**config.mk**
```make
export PLATFORM = sky130hd
export DESIGN_NAME = imm_gen_pipe_flat
export DESIGN_NICKNAME = d
export VERILOG_FILES = /design/src/rtl/imm_gen_pkg.sv /design/src/rtl/imm_gen_pipe_if.sv /design/src/rtl/imm_gen_decode.sv /design/src/rtl/imm_gen_pipe.sv /design/src/flat_wrapper.sv
export SDC_FILE = /design/constraint.sdc
export NUM_CORES = 1
export LEC_CHECK = 0
export CORE_UTILIZATION = 43
export CTS_BUF_LIST = sky130_fd_sc_hd__clkbuf_16
export CTS_CLUSTER_SIZE = 30
export DETAILED_ROUTE_END_ITERATION = 8
export GPL_TIMING_DRIVEN = 0
export PLACE_DENSITY = 0.68
export SLEW_MARGIN = 20
export SYNTH_ARGS = -nofsm -noshare
export SYNTH_HDL_FRONTEND = slang
export SYNTH_SLANG_ARGS = --single-unit
export TNS_END_PERCENT = 1
```
**constraint.sdc**
```tcl
create_clock -name clk -period 3.09 [get_ports clk]
set_input_delay 0.309 -clock clk [delete_from_list [all_inputs] [get_ports clk]]
set_output_delay 0.309 -clock clk [all_outputs]
set_load 0.02 [all_outputs]
```
**src/rtl/imm_gen_pkg.sv**
```systemverilog
// Shared types for the registered immediate generator: instruction formats,
// RV opcodes, FSM states and the buffered result entry.
package imm_gen_pkg;

  typedef enum logic [2:0] {
    FMT_NONE = 3'd0,
    FMT_I    = 3'd1,
    FMT_S    = 3'd2,
    FMT_B    = 3'd3,
    FMT_U    = 3'd4,
    FMT_J    = 3'd5
  } fmt_e;

  typedef enum logic [1:0] {
    ST_EMPTY = 2'd0,
    ST_ONE   = 2'd1,
    ST_TWO   = 2'd2
  } state_e;

  localparam logic [6:0] OPC_LOAD    = 7'b0000011;
  localparam logic [6:0] OPC_OPIMM   = 7'b0010011;
  localparam logic [6:0] OPC_OPIMM32 = 7'b0011011;
  localparam logic [6:0] OPC_STORE   = 7'b0100011;
  localparam logic [6:0] OPC_BRANCH  = 7'b1100011;
  localparam logic [6:0] OPC_JALR    = 7'b1100111;
  localparam logic [6:0] OPC_JAL     = 7'b1101111;
  localparam logic [6:0] OPC_LUI     = 7'b0110111;
  localparam logic [6:0] OPC_AUIPC   = 7'b0010111;
  localparam logic [6:0] OPC_SYSTEM  = 7'b1110011;
  localparam logic [6:0] OPC_OP      = 7'b0110011;
  localparam logic [6:0] OPC_OP32    = 7'b0111011;

  // Type-only wrapper so the entry layout can follow the instance's XLEN/TAG_W.
  virtual class entry_c #(parameter int XLEN = 32, parameter int TAG_W = 4);
    typedef struct packed {
      logic [XLEN-1:0]  imm;
      fmt_e             fmt;
      logic             illegal;
      logic [TAG_W-1:0] tag;
    } entry_t;
  endclass

endpackage

```
**src/rtl/imm_gen_pipe_if.sv**
```systemverilog
// Upstream instruction and downstream result handshakes of imm_gen_pipe.
interface imm_gen_pipe_if #(
  parameter int XLEN  = 32,
  parameter int TAG_W = 4
);
  import imm_gen_pkg::*;

  logic             in_valid;
  logic             in_ready;
  logic [31:0]      in_inst;
  logic [TAG_W-1:0] in_tag;
  logic             out_valid;
  logic             out_ready;
  logic [XLEN-1:0]  out_imm;
  fmt_e             out_fmt;
  logic             out_illegal;
  logic [TAG_W-1:0] out_tag;

  modport master (
    output in_valid, in_inst, in_tag, out_ready,
    input  in_ready, out_valid, out_imm, out_fmt, out_illegal, out_tag
  );

  modport slave (
    input  in_valid, in_inst, in_tag, out_ready,
    output in_ready, out_valid, out_imm, out_fmt, out_illegal, out_tag
  );
endinterface

```
**src/rtl/imm_gen_decode.sv**
```systemverilog
// Combinational RV format classifier and sign-extended immediate extractor.
// Illegal-encoding detection is only built when IMM_GEN_ILLEGAL_EN is defined.
module imm_gen_decode
  import imm_gen_pkg::*;
#(
  parameter int XLEN = 32
) (
  input  logic [31:0]     inst_i,
  output logic [XLEN-1:0] imm_o,
  output fmt_e            fmt_o,
  output logic            illegal_o
);
  localparam bit RV64 = (XLEN == 64);

  logic [6:0]  opc;
  logic [31:0] imm32;

  assign opc = inst_i[6:0];

  always_comb begin
    fmt_o = FMT_NONE;
    case (opc)
      OPC_LOAD, OPC_OPIMM, OPC_JALR, OPC_SYSTEM: fmt_o = FMT_I;
      OPC_OPIMM32:                               if (RV64) fmt_o = FMT_I;
      OPC_STORE:                                 fmt_o = FMT_S;
      OPC_BRANCH:                                fmt_o = FMT_B;
      OPC_LUI, OPC_AUIPC:                        fmt_o = FMT_U;
      OPC_JAL:                                   fmt_o = FMT_J;
      default:                                   fmt_o = FMT_NONE;
    endcase
  end

  always_comb begin
    imm32 = '0;
    case (fmt_o)
      FMT_I:   imm32 = {{20{inst_i[31]}}, inst_i[31:20]};
      FMT_S:   imm32 = {{20{inst_i[31]}}, inst_i[31:25], inst_i[11:7]};
      FMT_B:   imm32 = {{19{inst_i[31]}}, inst_i[31], inst_i[7], inst_i[30:25], inst_i[11:8], 1'b0};
      FMT_U:   imm32 = {inst_i[31:12], 12'b0};
      FMT_J:   imm32 = {{11{inst_i[31]}}, inst_i[31], inst_i[19:12], inst_i[20], inst_i[30:21], 1'b0};
      default: imm32 = '0;
    endcase
  end

  // Every format's 32-bit immediate already carries inst[31] in its MSB.
  assign imm_o = XLEN'($signed(imm32));

`ifdef IMM_GEN_ILLEGAL_EN
  always_comb begin
    illegal_o = 1'b1;
    case (opc)
      OPC_LOAD, OPC_OPIMM, OPC_JALR, OPC_SYSTEM, OPC_STORE, OPC_BRANCH,
      OPC_LUI, OPC_AUIPC, OPC_JAL, OPC_OP:        illegal_o = 1'b0;
      OPC_OPIMM32, OPC_OP32:                       illegal_o = !RV64;
      default:                                     illegal_o = 1'b1;
    endcase
  end
`else
  assign illegal_o = 1'b0;
`endif

endmodule

```
**src/rtl/imm_gen_pipe.sv**
```systemverilog
// Registered immediate generator with a 2-entry skid (output reg + skid reg).
// Optional illegal-encoding flag: define IMM_GEN_ILLEGAL_EN.
module imm_gen_pipe
  import imm_gen_pkg::*;
#(
  parameter int XLEN  = 32,
  parameter int TAG_W = 4
) (
  input  logic         clk,
  input  logic         rst_n,
  input  logic         flush,
  imm_gen_pipe_if.slave bus
);
  typedef entry_c#(XLEN, TAG_W)::entry_t entry_t;

  state_e          state_q, state_d;
  entry_t          out_q, out_d;
  entry_t          skid_q, skid_d;
  entry_t          dec_e;
  logic            in_ready_q, in_ready_d;
  logic [XLEN-1:0] dec_imm;
  fmt_e            dec_fmt;
  logic            dec_ill;
  logic            accept;
  logic            drain;

  imm_gen_decode #(.XLEN(XLEN)) u_decode (
    .inst_i    (bus.in_inst),
    .imm_o     (dec_imm),
    .fmt_o     (dec_fmt),
    .illegal_o (dec_ill)
  );

  assign dec_e  = {dec_imm, dec_fmt, dec_ill, bus.in_tag};
  assign accept = bus.in_valid && in_ready_q;
  assign drain  = (state_q != ST_EMPTY) && bus.out_ready;

  always_comb begin
    state_d = state_q;
    out_d   = out_q;
    skid_d  = skid_q;
    if (flush) begin
      state_d = ST_EMPTY;
    end else begin
      case (state_q)
        ST_EMPTY: begin
          if (accept) begin
            out_d   = dec_e;
            state_d = ST_ONE;
          end
        end
        ST_ONE: begin
          if (accept && drain) begin
            out_d = dec_e;
          end else if (accept) begin
            skid_d  = dec_e;
            state_d = ST_TWO;
          end else if (drain) begin
            state_d = ST_EMPTY;
          end
        end
        ST_TWO: begin
          // in_ready is low here, so only a drain can move the state.
          if (drain) begin
            out_d   = skid_q;
            state_d = ST_ONE;
          end
        end
        default: state_d = ST_EMPTY;
      endcase
    end
    in_ready_d = (state_d != ST_TWO);
  end

  always_ff @(posedge clk or negedge rst_n) begin
    if (!rst_n) begin
      state_q    <= ST_EMPTY;
      out_q      <= '0;
      skid_q     <= '0;
      in_ready_q <= 1'b1;
    end else begin
      state_q    <= state_d;
      out_q      <= out_d;
      skid_q     <= skid_d;
      in_ready_q <= in_ready_d;
    end
  end

  assign bus.in_ready    = in_ready_q;
  assign bus.out_valid   = (state_q != ST_EMPTY);
  assign bus.out_imm     = out_q.imm;
  assign bus.out_fmt     = out_q.fmt;
  assign bus.out_illegal = out_q.illegal;
  assign bus.out_tag     = out_q.tag;

endmodule

```
**src/flat_wrapper.sv**
```systemverilog
// flat-port wrapper written by rule: the top's interface ports become plain ports
module imm_gen_pipe_flat import imm_gen_pkg::*;
#(
  parameter int XLEN  = 32,
  parameter int TAG_W = 4
)
  (clk, rst_n, flush, bus_in_valid, bus_in_inst, bus_in_tag, bus_out_ready, bus_in_ready, bus_out_valid, bus_out_imm, bus_out_fmt, bus_out_illegal, bus_out_tag);
  imm_gen_pipe_if #(.XLEN(XLEN), .TAG_W(TAG_W)) bus_i ();
  input  logic clk;
  input  logic rst_n;
  input  logic flush;
  input wire logic [$bits(bus_i.in_valid)-1:0] bus_in_valid;
  input wire logic [$bits(bus_i.in_inst)-1:0] bus_in_inst;
  input wire logic [$bits(bus_i.in_tag)-1:0] bus_in_tag;
  input wire logic [$bits(bus_i.out_ready)-1:0] bus_out_ready;
  output wire logic [$bits(bus_i.in_ready)-1:0] bus_in_ready;
  output wire logic [$bits(bus_i.out_valid)-1:0] bus_out_valid;
  output wire logic [$bits(bus_i.out_imm)-1:0] bus_out_imm;
  output wire logic [$bits(bus_i.out_fmt)-1:0] bus_out_fmt;
  output wire logic [$bits(bus_i.out_illegal)-1:0] bus_out_illegal;
  output wire logic [$bits(bus_i.out_tag)-1:0] bus_out_tag;
  assign bus_i.in_valid = bus_in_valid;
  assign bus_i.in_inst = bus_in_inst;
  assign bus_i.in_tag = bus_in_tag;
  assign bus_i.out_ready = bus_out_ready;
  assign bus_in_ready = bus_i.in_ready;
  assign bus_out_valid = bus_i.out_valid;
  assign bus_out_imm = bus_i.out_imm;
  assign bus_out_fmt = bus_i.out_fmt;
  assign bus_out_illegal = bus_i.out_illegal;
  assign bus_out_tag = bus_i.out_tag;
  imm_gen_pipe #(.XLEN(XLEN), .TAG_W(TAG_W)) u_core (.clk(clk), .rst_n(rst_n), .flush(flush), .bus(bus_i));
endmodule
```
### After elaboration in Yosys (flattened, before gate mapping)

Cells that the tools add are included.

* register bits: 82
* input port bits: 41
* output and inout port bits: 42
* logic and storage cells: 54

* equality and inequality tests: 20
* multiplexer cells: 13
* bitwise operators: 2
* reductions and logical operators: 10

Operators with widths (count)
* 32-bit one-hot mux with 5 select lines: 1
* 40-bit 2-to-1 mux: 3
* 40-bit one-hot mux with 3 select lines: 1
* 7-bit equality test (second input constant): 4
* 3-bit one-hot mux with 5 select lines: 1
* 7-bit by 5-bit equality test with 1-bit output (second input constant): 2
* 7-bit by 6-bit equality test with 1-bit output (second input constant): 2
* 2-bit 2-to-1 mux: 6
* 7-bit by 2-bit equality test with 1-bit output (second input constant): 1
* 3-bit by 2-bit equality test with 1-bit output (second input constant): 2
* 3-bit equality test (second input constant): 2
* 2-bit by 1-bit != test with 1-bit output (second input constant): 3
* 2-bit one-hot mux with 3 select lines: 1
* 5-bit AND reduction: 1
* 4-bit AND reduction: 1
* 4-bit OR reduction: 1
* 3-bit by 1-bit equality test with 1-bit output (second input constant): 1
* 1-bit logical AND: 3
* 3-bit nonzero test: 1
* 2-bit by 1-bit equality test with 1-bit output (second input constant): 1
* 2-bit equality test (second input constant): 1
* 2-bit logical NOT: 1
* 2-bit != test (second input constant): 1
* 1-bit NOT: 2
* 2 further kinds: 2

### Depth between registers and ports, before layout

Gate-level depths: netlist of run 1.

* depth in word-level cells: 8
* depth in mapped cells: 8
* mapped depth without buffers: 5

### By module

From an unflattened synthesis of run 1, not the netlist that was laid out.

* cell total of the unflattened synthesis: 357
* area, all modules: 4310.4 um2

By module, submodules not included
* imm_gen_pipe: instances 1, cells each 277, area each 3696.0 um2, sequential area each 2078.2 um2
* imm_gen_decode: instances 1, cells each 80, area each 614.3 um2, sequential area each 0.0 um2

### Least setup slack after synthesis of run 1

No wires, ideal clock.

* path kind: reg-to-reg
* from: reg u_core.in_ready_q (netlist: u_core.bus.in_ready)
* to: reg u_core.out_q (netlist bit u_core.bus.out_imm[10])
* library setup time: 0.126 ns
* data arrival time: 1.567 ns
* required time: 2.964 ns
* slack: 1.397 ns
* cell stages (with the launch flop): 7
* path buffers: 2
* period minus slack after synthesis: 1.693 ns
* path through: dfstp_2 > nand3b_1 > o2bb2ai_1 > nand2b_1 > buf_2 > buf_4 > a221o_1

* longest elaborated chain between the ends: 4
* elaborated cells between the ends (all ways): 5
* those cells by class: 2 x eq/ne; 3 x reduce/logical

Ends and longest elaborated chain
* start: declaration: RTL line imm_gen_pipe.sv:20 `logic in_ready_q, in_ready_d;`
* start signal: assignment: RTL line imm_gen_pipe.sv:85 `in_ready_q <= in_ready_d;`
* 1-bit logical AND *: RTL line imm_gen_pipe.sv:35 `assign accept = bus.in_valid && in_ready_q;`
* 1-bit logical AND: RTL line imm_gen_pipe.sv:53 `if (accept && drain) begin`
* 2-bit by 1-bit != test with 1-bit output (no source line)
* 5-bit AND reduction (no source line) *
* end signal: assignment: RTL line imm_gen_pipe.sv:83 `out_q <= out_d;`
* end: declaration: RTL line imm_gen_pipe.sv:17 `entry_t out_q, out_d;`

Every way passes the cells marked *; elsewhere a longest branch is shown, timed or not.
A chain may end at the register's enable or synchronous reset.

### Worst setup path in the final report of run 1

* from: reg u_core.in_ready_q (netlist: u_core.bus.in_ready)
* to: reg u_core.skid_q[17] (netlist name)

* longest elaborated chain between the ends: 4

Ends and longest elaborated chain
* 1-bit logical AND *: RTL line imm_gen_pipe.sv:35
* 1-bit logical AND: RTL line imm_gen_pipe.sv:53
* 1-bit NOT (no source line)
* 4-bit AND reduction (no source line) *
* end signal: assignment: RTL line imm_gen_pipe.sv:84 `skid_q <= skid_d;`
* end: declaration: RTL line imm_gen_pipe.sv:18 `entry_t skid_q, skid_d;`

Marks and branches as above.

==> impl_metrics.py, run 1 <==
metrics = {
    "run_status": {
        "outcome": "complete, no violations",
    },
    "routing": {
        "ant_nets": 0,
        "dr.first_iter.drc_count": 233,
        "total_via_count_after_detailed_routing": 3387,
        "wl_per_cell_um": 16.6,
        "detail_route.drc_violations": 0,
        "detail_route.first_pass.iterations": 5,
        "detail_route.wirelength_um": 10100,
        "post_drt_via_cell_ratio": 5.55,
    },
    "sta": {
        "timing.final.hold_violations": 0,
        "maxSlewHeadroom_pct": 62.6,
        "setup_clock_skew_after_layout_ns": 0.00666,
        "worst_hold_margin_ns": 0.445,
        "timing.final.crit_period_ns": 1.92,
        "final-setup-viol-count": 0,
        "tightest_slew_ns": 0.558,
        "period_share_pct": 62.3,
        "final-max-slew-violation-count": 0,
        "fmaxAchievable_mhz": 520,
        "grt_setup_unrepaired": "no",
        "final_sum_of_negative_setup_slack_ns": 0,
    },
    "cts": {
        "number_of_setup_buffers_added_after_cts": 0,
        "clkSinkCount": 81,
        "cts_tree": "done",
        "clock_tree.buffer_depth": 2,
        "worst_skew_pair.late_latency_ns": 0.33,
        "cts-buffers-inserted": 9,
        "htreeDepth": 3,
        "ctsRootBufferMaster": "sky130_fd_sc_hd__clkbuf_16",
        "worst_setup_hold_path_clk_slew_ns": 0.06,
    },
    "logic_synthesis": {
        "synth_compound_area_share_pct": 19.7,
        "yosys_warnings": 0,
        "post_synth_inst_count": 405,
        "synthDistinctLibCells": 48,
        "number_of_enable_flip_flop_cells_after_synthesis": 0,
        "synth_ff_type": "sky130_fd_sc_hd__dfrtp_1",
        "synth-async-reset-ratio_pct": 100,
        "synth.mux.area_fraction_pct": 0.262,
        "synth_area_um2": 3820,
        "postSynthNetCount": 446,
        "syn_area_per_cell_um2": 9.43,
        "synth_sequential_area_ratio_pct": 53.1,
        "synth_simple_gate_area_share_pct": 21.6,
        "dominant_combinational_cell_family_by_area_after_synthesis": "simple AND/OR/NAND/NOR gates",
        "adder_cell_share_of_the_synthesized_area_pct": 0,
        "postSynthRegisterBits": 81,
        "synth-xor-area-share_pct": 0.458,
    },
    "setup_path": {
        "timing.rr.end": "u_core.skid_q[17]",
        "worst-path-max-fanout": 10,
        "worstPathArrival_ns": 2.14,
        "reg2reg_depth": 5,
        "critical_path_class": "reg -> reg",
        "timing.critical_path.required_ns": 3.30,
        "setup.worst_path.start_class": "flip-flop",
        "worst_r2r_startpoint": "u_core.bus.in_ready",
        "register_to_register_setup_slack_ns": 1.17,
        "setup.worst_path.end_class": "flip-flop",
    },
    "power_and_ir_drop": {
        "power_switching_share_pct": 27.7,
        "pwr-share-seq_pct": 42.1,
        "powerDensity_nw_per_um2": 608,
        "power.share.combinational_pct": 21.3,
        "clockPowerShare_pct": 36.6,
        "ir_drop_worst_case_vdd_uv": 287,
        "internal_power_w": 0.00224,
        "power.static_leakage_nw": 2.18,
        "p_sw_w": 0.000859,
    },
    "floorplanning": {
        "fp.dieW_um": 96.3,
        "dieHeight_um": 96.3,
        "design.portCount": 83,
        "die-area_um2": 9270,
        "fp-row-count": 34,
        "coreArea_um2": 8680,
        "floorplan.initialDensity_pct": 44.0,
    },
    "layout": {
        "layout.cells.most_common_list": "80 x sky130_fd_sc_hd__dfrtp_1, 78 x sky130_fd_sc_hd__clkdlybuf4s50_1, 68 x sky130_fd_sc_hd__nand2_1",
        "area_delta_synth_final_pct": 33.5,
        "nNetsFinal": 538,
        "layout.cells.most_common": "sky130_fd_sc_hd__dfrtp_1",
        "num_antenna_cells": 0,
        "final_area_um2": 5100,
        "finish.cell_count_without_fillers": 610,
        "layout_cell_share_with_drive_strength_beyond_1_pct": 9.96,
    },
    "min_path": {
        "hold_path.class": "in -> async",
    },
    "global_routing": {
        "antenna_found_initial": 0,
        "global_route_wire_length_before_repair_um": 15800,
        "grt_max_degree": 54,
        "first_global_vias": 3147,
        "globalRoute.totalOverflow": 0,
        "grt_util_all_layers_pct": 22.8,
    },
    "placed_design": {
        "placed_cells": 593,
        "port_buffer_cells": 79,
        "globalplace.congestion": 0.848,
        "place_area_um2": 4770,
        "dpl_hpwl_um": 7200,
    },
    "job": {
        "cap_viol_max_count": 0,
    },
}
-- cells in the mapped netlist, types with 2 or more instances --
cell type                    n  area [um2]
sky130_fd_sc_hd__a31oi_1    12        75.1
sky130_fd_sc_hd__o21ai_1     6        30.0
sky130_fd_sc_hd__o2bb2ai_1   3        26.3
sky130_fd_sc_hd__a21oi_1    38         190
sky130_fd_sc_hd__buf_2       9        45.0
sky130_fd_sc_hd__and2_1      6        37.5
sky130_fd_sc_hd__buf_6       4        45.0
sky130_fd_sc_hd__a221o_1     6        60.1
sky130_fd_sc_hd__a22o_1      6        52.6
sky130_fd_sc_hd__nand2_1    68         255
sky130_fd_sc_hd__o22ai_1    14        87.6
sky130_fd_sc_hd__a211oi_1   11        82.6
sky130_fd_sc_hd__o22a_1      2        17.5
sky130_fd_sc_hd__buf_4       7        52.6
sky130_fd_sc_hd__xnor2_1     2        17.5
sky130_fd_sc_hd__nor3_1     11        55.1
sky130_fd_sc_hd__nor2_1     54         203
sky130_fd_sc_hd__nand2b_1    4        25.0
sky130_fd_sc_hd__nand3_1     3        15.0
sky130_fd_sc_hd__nor2b_1     2        12.5
sky130_fd_sc_hd__clkbuf_1    9        33.8
sky130_fd_sc_hd__nand3b_1    4        30.0
sky130_fd_sc_hd__nor3_4      2        32.5
sky130_fd_sc_hd__and3_1      7        43.8
sky130_fd_sc_hd__dfrtp_1    80        2000
sky130_fd_sc_hd__inv_1       2        7.51
sky130_fd_sc_hd__o21ai_0    12        60.1
-- critical path: stages (launching register included) --
cell                       delay, ns
sky130_fd_sc_hd__dfstp_2        0.54
sky130_fd_sc_hd__nand3b_1       0.14
sky130_fd_sc_hd__nor2_1         0.15
sky130_fd_sc_hd__nand2_1        0.30
sky130_fd_sc_hd__clkbuf_1       0.35
sky130_fd_sc_hd__a22o_1         0.31
-- power by group through the flow --
stage | Combinational [W] | Sequential, W | Clock (W)
floorplan | 0.000245 | 0.00141 | 0
finish | 0.000659 | 0.00131 | 0.00113
global route | 0.000719 | 0.00132 | 0.00120
CTS | 0.000663 | 0.00131 | 0.00115
global placement | 0.000643 | 0.00132 | 0
detailed placement | 0.000658 | 0.00132 | 0
-- metal layers --
metal  vias up  share of wire (%)  track usage (%)
li1       1606                  -                -
met1      1649                 46             32.2
met2       114                 47             34.8
met3        18                4.8             3.24
met4         0                1.8             10.2
met5         -                  0                0
-- layout make-up --
| type | instances | area (um2) |
|---|---|---|
| Fill cell | 766 | 3580 |
| Sequential cell | 81 | 2030 |
| Multi-Input combinational cell | 293 | 1610 |
| Timing Repair Buffer | 81 | 826 |
| Clock buffer | 9 | 225 |
| Buffer | 29 | 176 |
| Tap cell | 108 | 135 |
| Clock inverter | 7 | 93.8 |
| Inverter | 2 | 7.51 |
-- metrics by stage --
stage	utilization, %	power (W)	setup slack (ns)
detailed placement	55.0	0.00198	0.837
global route	58.8	0.00324	0.990
floorplan	-	0.00166	1.40
global placement	54.7	0.00196	-1.14
finish	58.8	0.00310	1.17
CTS	58.8	0.00312	1.16
-- worst max path at each step --
stage | startpoint | to | cells past startpoint
after detailed placement | bus_in_inst[4] | u_core.skid_q[21] | 6
after CTS | u_core.bus.in_ready | u_core.skid_q[17] | 5
after global placement | rst_n | u_core.bus.out_imm[7] | 1
after global routing | u_core.bus.in_ready | u_core.skid_q[34] | 6
after floorplan | u_core.bus.in_ready | u_core.bus.out_imm[10] | 6
final | u_core.bus.in_ready | u_core.skid_q[17] | 5
-- registers in the layout, indices dropped and copies added, names as in the netlist --
signal / flops
u_core.bus.out_fmt: 3
u_core.skid_q: 39
u_core.bus.out_imm: 32
u_core.bus.in_ready: 1
u_core.state_q: 2
u_core.bus.out_tag: 4
-- cell families after synthesis --
kind of cell    Yosys count
mux                       1
simple gates            173
compound gates          116
xor+xnor                  2
flops                    81
buf+inv                  31
other cells               1
-- repair_timing --
| item | 4_1_cts | 5_1_grt |
|---|---|---|
| hold endpoints to repair | 28 | 0 |
| resized for setup | 0 | 0 |
| endpoints found under the setup margin | 0 | 0 |
| hold buffers | 1 | 0 |
(Power assumes the default switching activity.)
==> inputs of run 2 (changes only) <==
PLACE_DENSITY = 0.7   (was 0.68)
clock period = 1.7 ns   (was 3.09 ns; I/O delays follow)
==> impl_metrics.py, run 2 (synthesis gave the netlist of run 1 again) <==
metrics = {
    "run_status": {
        "outcome": "finished, violations left",
        "failed_checks": "negative setup slack",
    },
    "sta": {
        "final-setup-viol-count": 26,
        "tightest_slew_ns": 0.551,
        "period_share_pct": 104,
        "timing.final.hold_violations": 0,
        "fmaxAchievable_mhz": 566,
        "final-max-slew-violation-count": 0,
        "maxSlewHeadroom_pct": 63.3,
        "setup_clock_skew_after_layout_ns": 0.00729,
        "grt_setup_unrepaired": "yes",
        "fin_ws_ns": -0.0666,
        "timing.final.crit_period_ns": 1.77,
    },
    "layout": {
        "nNetsFinal": 543,
        "fillers": 743,
        "layout.area.seq_um2": 2030,
        "largest-register": "u_core.skid_q",
        "utilization_pct": 61.8,
        "layout_cell_share_with_drive_strength_beyond_1_pct": 17.0,
        "largest_reg_flops": 39,
        "area_delta_synth_final_pct": 40.2,
        "multiInputGateArea_um2": 1740,
        "layout.cells.most_common_list": "79 x sky130_fd_sc_hd__dfrtp_1, 77 x sky130_fd_sc_hd__clkdlybuf4s50_1, 66 x sky130_fd_sc_hd__nand2_1",
        "num_antenna_cells": 0,
        "layout.cells.most_common": "sky130_fd_sc_hd__dfrtp_1",
        "final_area_um2": 5360,
    },
    "placed_design": {
        "port_buffer_cells": 79,
        "place_area_um2": 4760,
        "globalplace.congestion": 0.834,
        "dpl_hpwl_um": 7280,
        "placement.setup.worst_slack_ns": -0.418,
    },
    "floorplanning": {
        "coreArea_um2": 8680,
        "fp-row-count": 34,
        "fp.dieW_um": 96.3,
        "floorplan.initialDensity_pct": 44.0,
        "design.portCount": 83,
        "die-area_um2": 9270,
        "dieHeight_um": 96.3,
    },
    "cts": {
        "clock_tree.buffer_depth": 2,
        "worst_setup_hold_path_clk_slew_ns": 0.06,
        "htreeDepth": 3,
        "clkSinkCount": 81,
        "cts-buffers-inserted": 9,
        "ctsRootBufferMaster": "sky130_fd_sc_hd__clkbuf_16",
        "worst_skew_pair.late_latency_ns": 0.34,
        "cts_tree": "done",
    },
    "routing": {
        "detail_route.first_pass.iterations": 4,
        "detail_route.drc_violations": 0,
        "wl_per_cell_um": 17.6,
        "post_drt_via_cell_ratio": 5.67,
        "detail_route.wirelength_um": 10800,
        "ant_nets": 0,
        "total_via_count_after_detailed_routing": 3490,
        "dr.first_iter.drc_count": 217,
    },
    "global_routing": {
        "grt_util_all_layers_pct": 24.1,
        "first_global_vias": 3251,
        "antenna_found_initial": 0,
        "global_route_wire_length_before_repair_um": 16500,
        "grt_max_degree": 45,
        "globalRoute.totalOverflow": 0,
    },
    "setup_path": {
        "critical_path_class": "reg -> reg",
        "setup.worst_path.start_class": "flip-flop",
        "timing.critical_path.required_ns": 1.95,
        "worst-path-max-fanout": 7,
        "worstPathArrival_ns": 2.02,
        "setup.worst_path.end_class": "flip-flop",
    },
    "power_and_ir_drop": {
        "ir_drop_worst_case_vdd_uv": 483,
        "powerDensity_nw_per_um2": 1070,
        "power.static_leakage_nw": 2.28,
    },
    "job": {
        "cap_viol_max_count": 0,
    },
    "min_path": {
        "hold_path.class": "in -> async",
    },
}
==> run 2: area by class of cell <==
type                    instances  area share, %
inverters                       2          0.140
clock buffers                   9           4.20
clock inverters                 7           1.59
well taps                     108           2.52
flip-flops and latches         81           37.9
multi-input cells             293           32.4
plain buffers                  29           4.37
repair buffers                 86           16.9
==> run 2: layer usage <==
| metal | track usage, % | vias to the layer above | wire [um] |
|---|---|---|---|
| met5 | 0 | - | 0 |
| met4 | 11.7 | 0 | 275 |
| met3 | 3.79 | 21 | 551 |
| met2 | 35.9 | 122 | 5230 |
| met1 | 34.1 | 1729 | 4780 |
| li1 | - | 1618 | - |
==> run 2: through the flow <==
| stage | power [W] | hold slack (ns) | cells | TNS [ns] |
|---|---|---|---|---|
| after floorplan | 0.00301 | -0.126 | 405 | 0 |
| after global placement | 0.00357 | 0.457 | 592 | -207.14 |
| after detailed placement | 0.00361 | 0.171 | 593 | -20.00 |
| after CTS | 0.00565 | 0.340 | 611 | -0.0619 |
| after global routing | 0.00597 | 0.401 | 615 | -4.88 |
| final | 0.00573 | 0.337 | 615 | -0.841 |
==> run 2: worst paths after layout <==
path / start / to / slack (ns) / depth (start not counted)
max: u_core.bus.in_ready / u_core.bus.out_imm[16] / -0.07 / 8
min: rst_n / u_core.bus.out_imm[18] / 0.34 / 2
max reg2reg: u_core.bus.in_ready / u_core.bus.out_imm[16] / -0.07 / 8
min reg2reg: u_core.skid_q[1] / u_core.skid_q[1] / 0.48 / 2
max in group asynchronous: rst_n / u_core.bus.in_ready / 0.71 / 3
min in group clk: bus_in_inst[3] / u_core.skid_q[39] / 0.34 / 4
==> run 2: critical path, stage by stage (launching register included) <==
cell	delay (ns)
sky130_fd_sc_hd__dfstp_2	0.54
sky130_fd_sc_hd__nand3b_1	0.16
sky130_fd_sc_hd__o2bb2ai_2	0.19
sky130_fd_sc_hd__and2b_1	0.18
sky130_fd_sc_hd__buf_6	0.16
sky130_fd_sc_hd__buf_12	0.14
sky130_fd_sc_hd__buf_8	0.13
sky130_fd_sc_hd__nor2_1	0.04
sky130_fd_sc_hd__o22ai_1	0.12
==> run 2: report_power, final <==
part	internal [W]	leakage [nW]	total, W	switching (W)
clock network	0.00127	0.156	0.00204	0.000766
registers	0.00221	1.03	0.00239	0.000177
logic	0.000634	1.10	0.00130	0.000667
==> run 2: what timing repair did <==
| action | 4_1_cts | 5_1_grt |
|---|---|---|
| endpoints found under the setup margin | 76 | 71 |
| gates cloned | 0 | 4 |
| resized for setup | 24 | 34 |
| pin swaps | 6 | 11 |
| buffers inserted | 1 | 0 |
| hold buffers | 1 | 0 |
| endpoints found under the hold margin | 37 | 0 |
==> inputs of run 3 (changes only) <==
CTS_CLUSTER_SIZE = not set   (was 30)
==> results of run 3 <==
No change in the layout: final DEF, timing and power equal those of run 2.
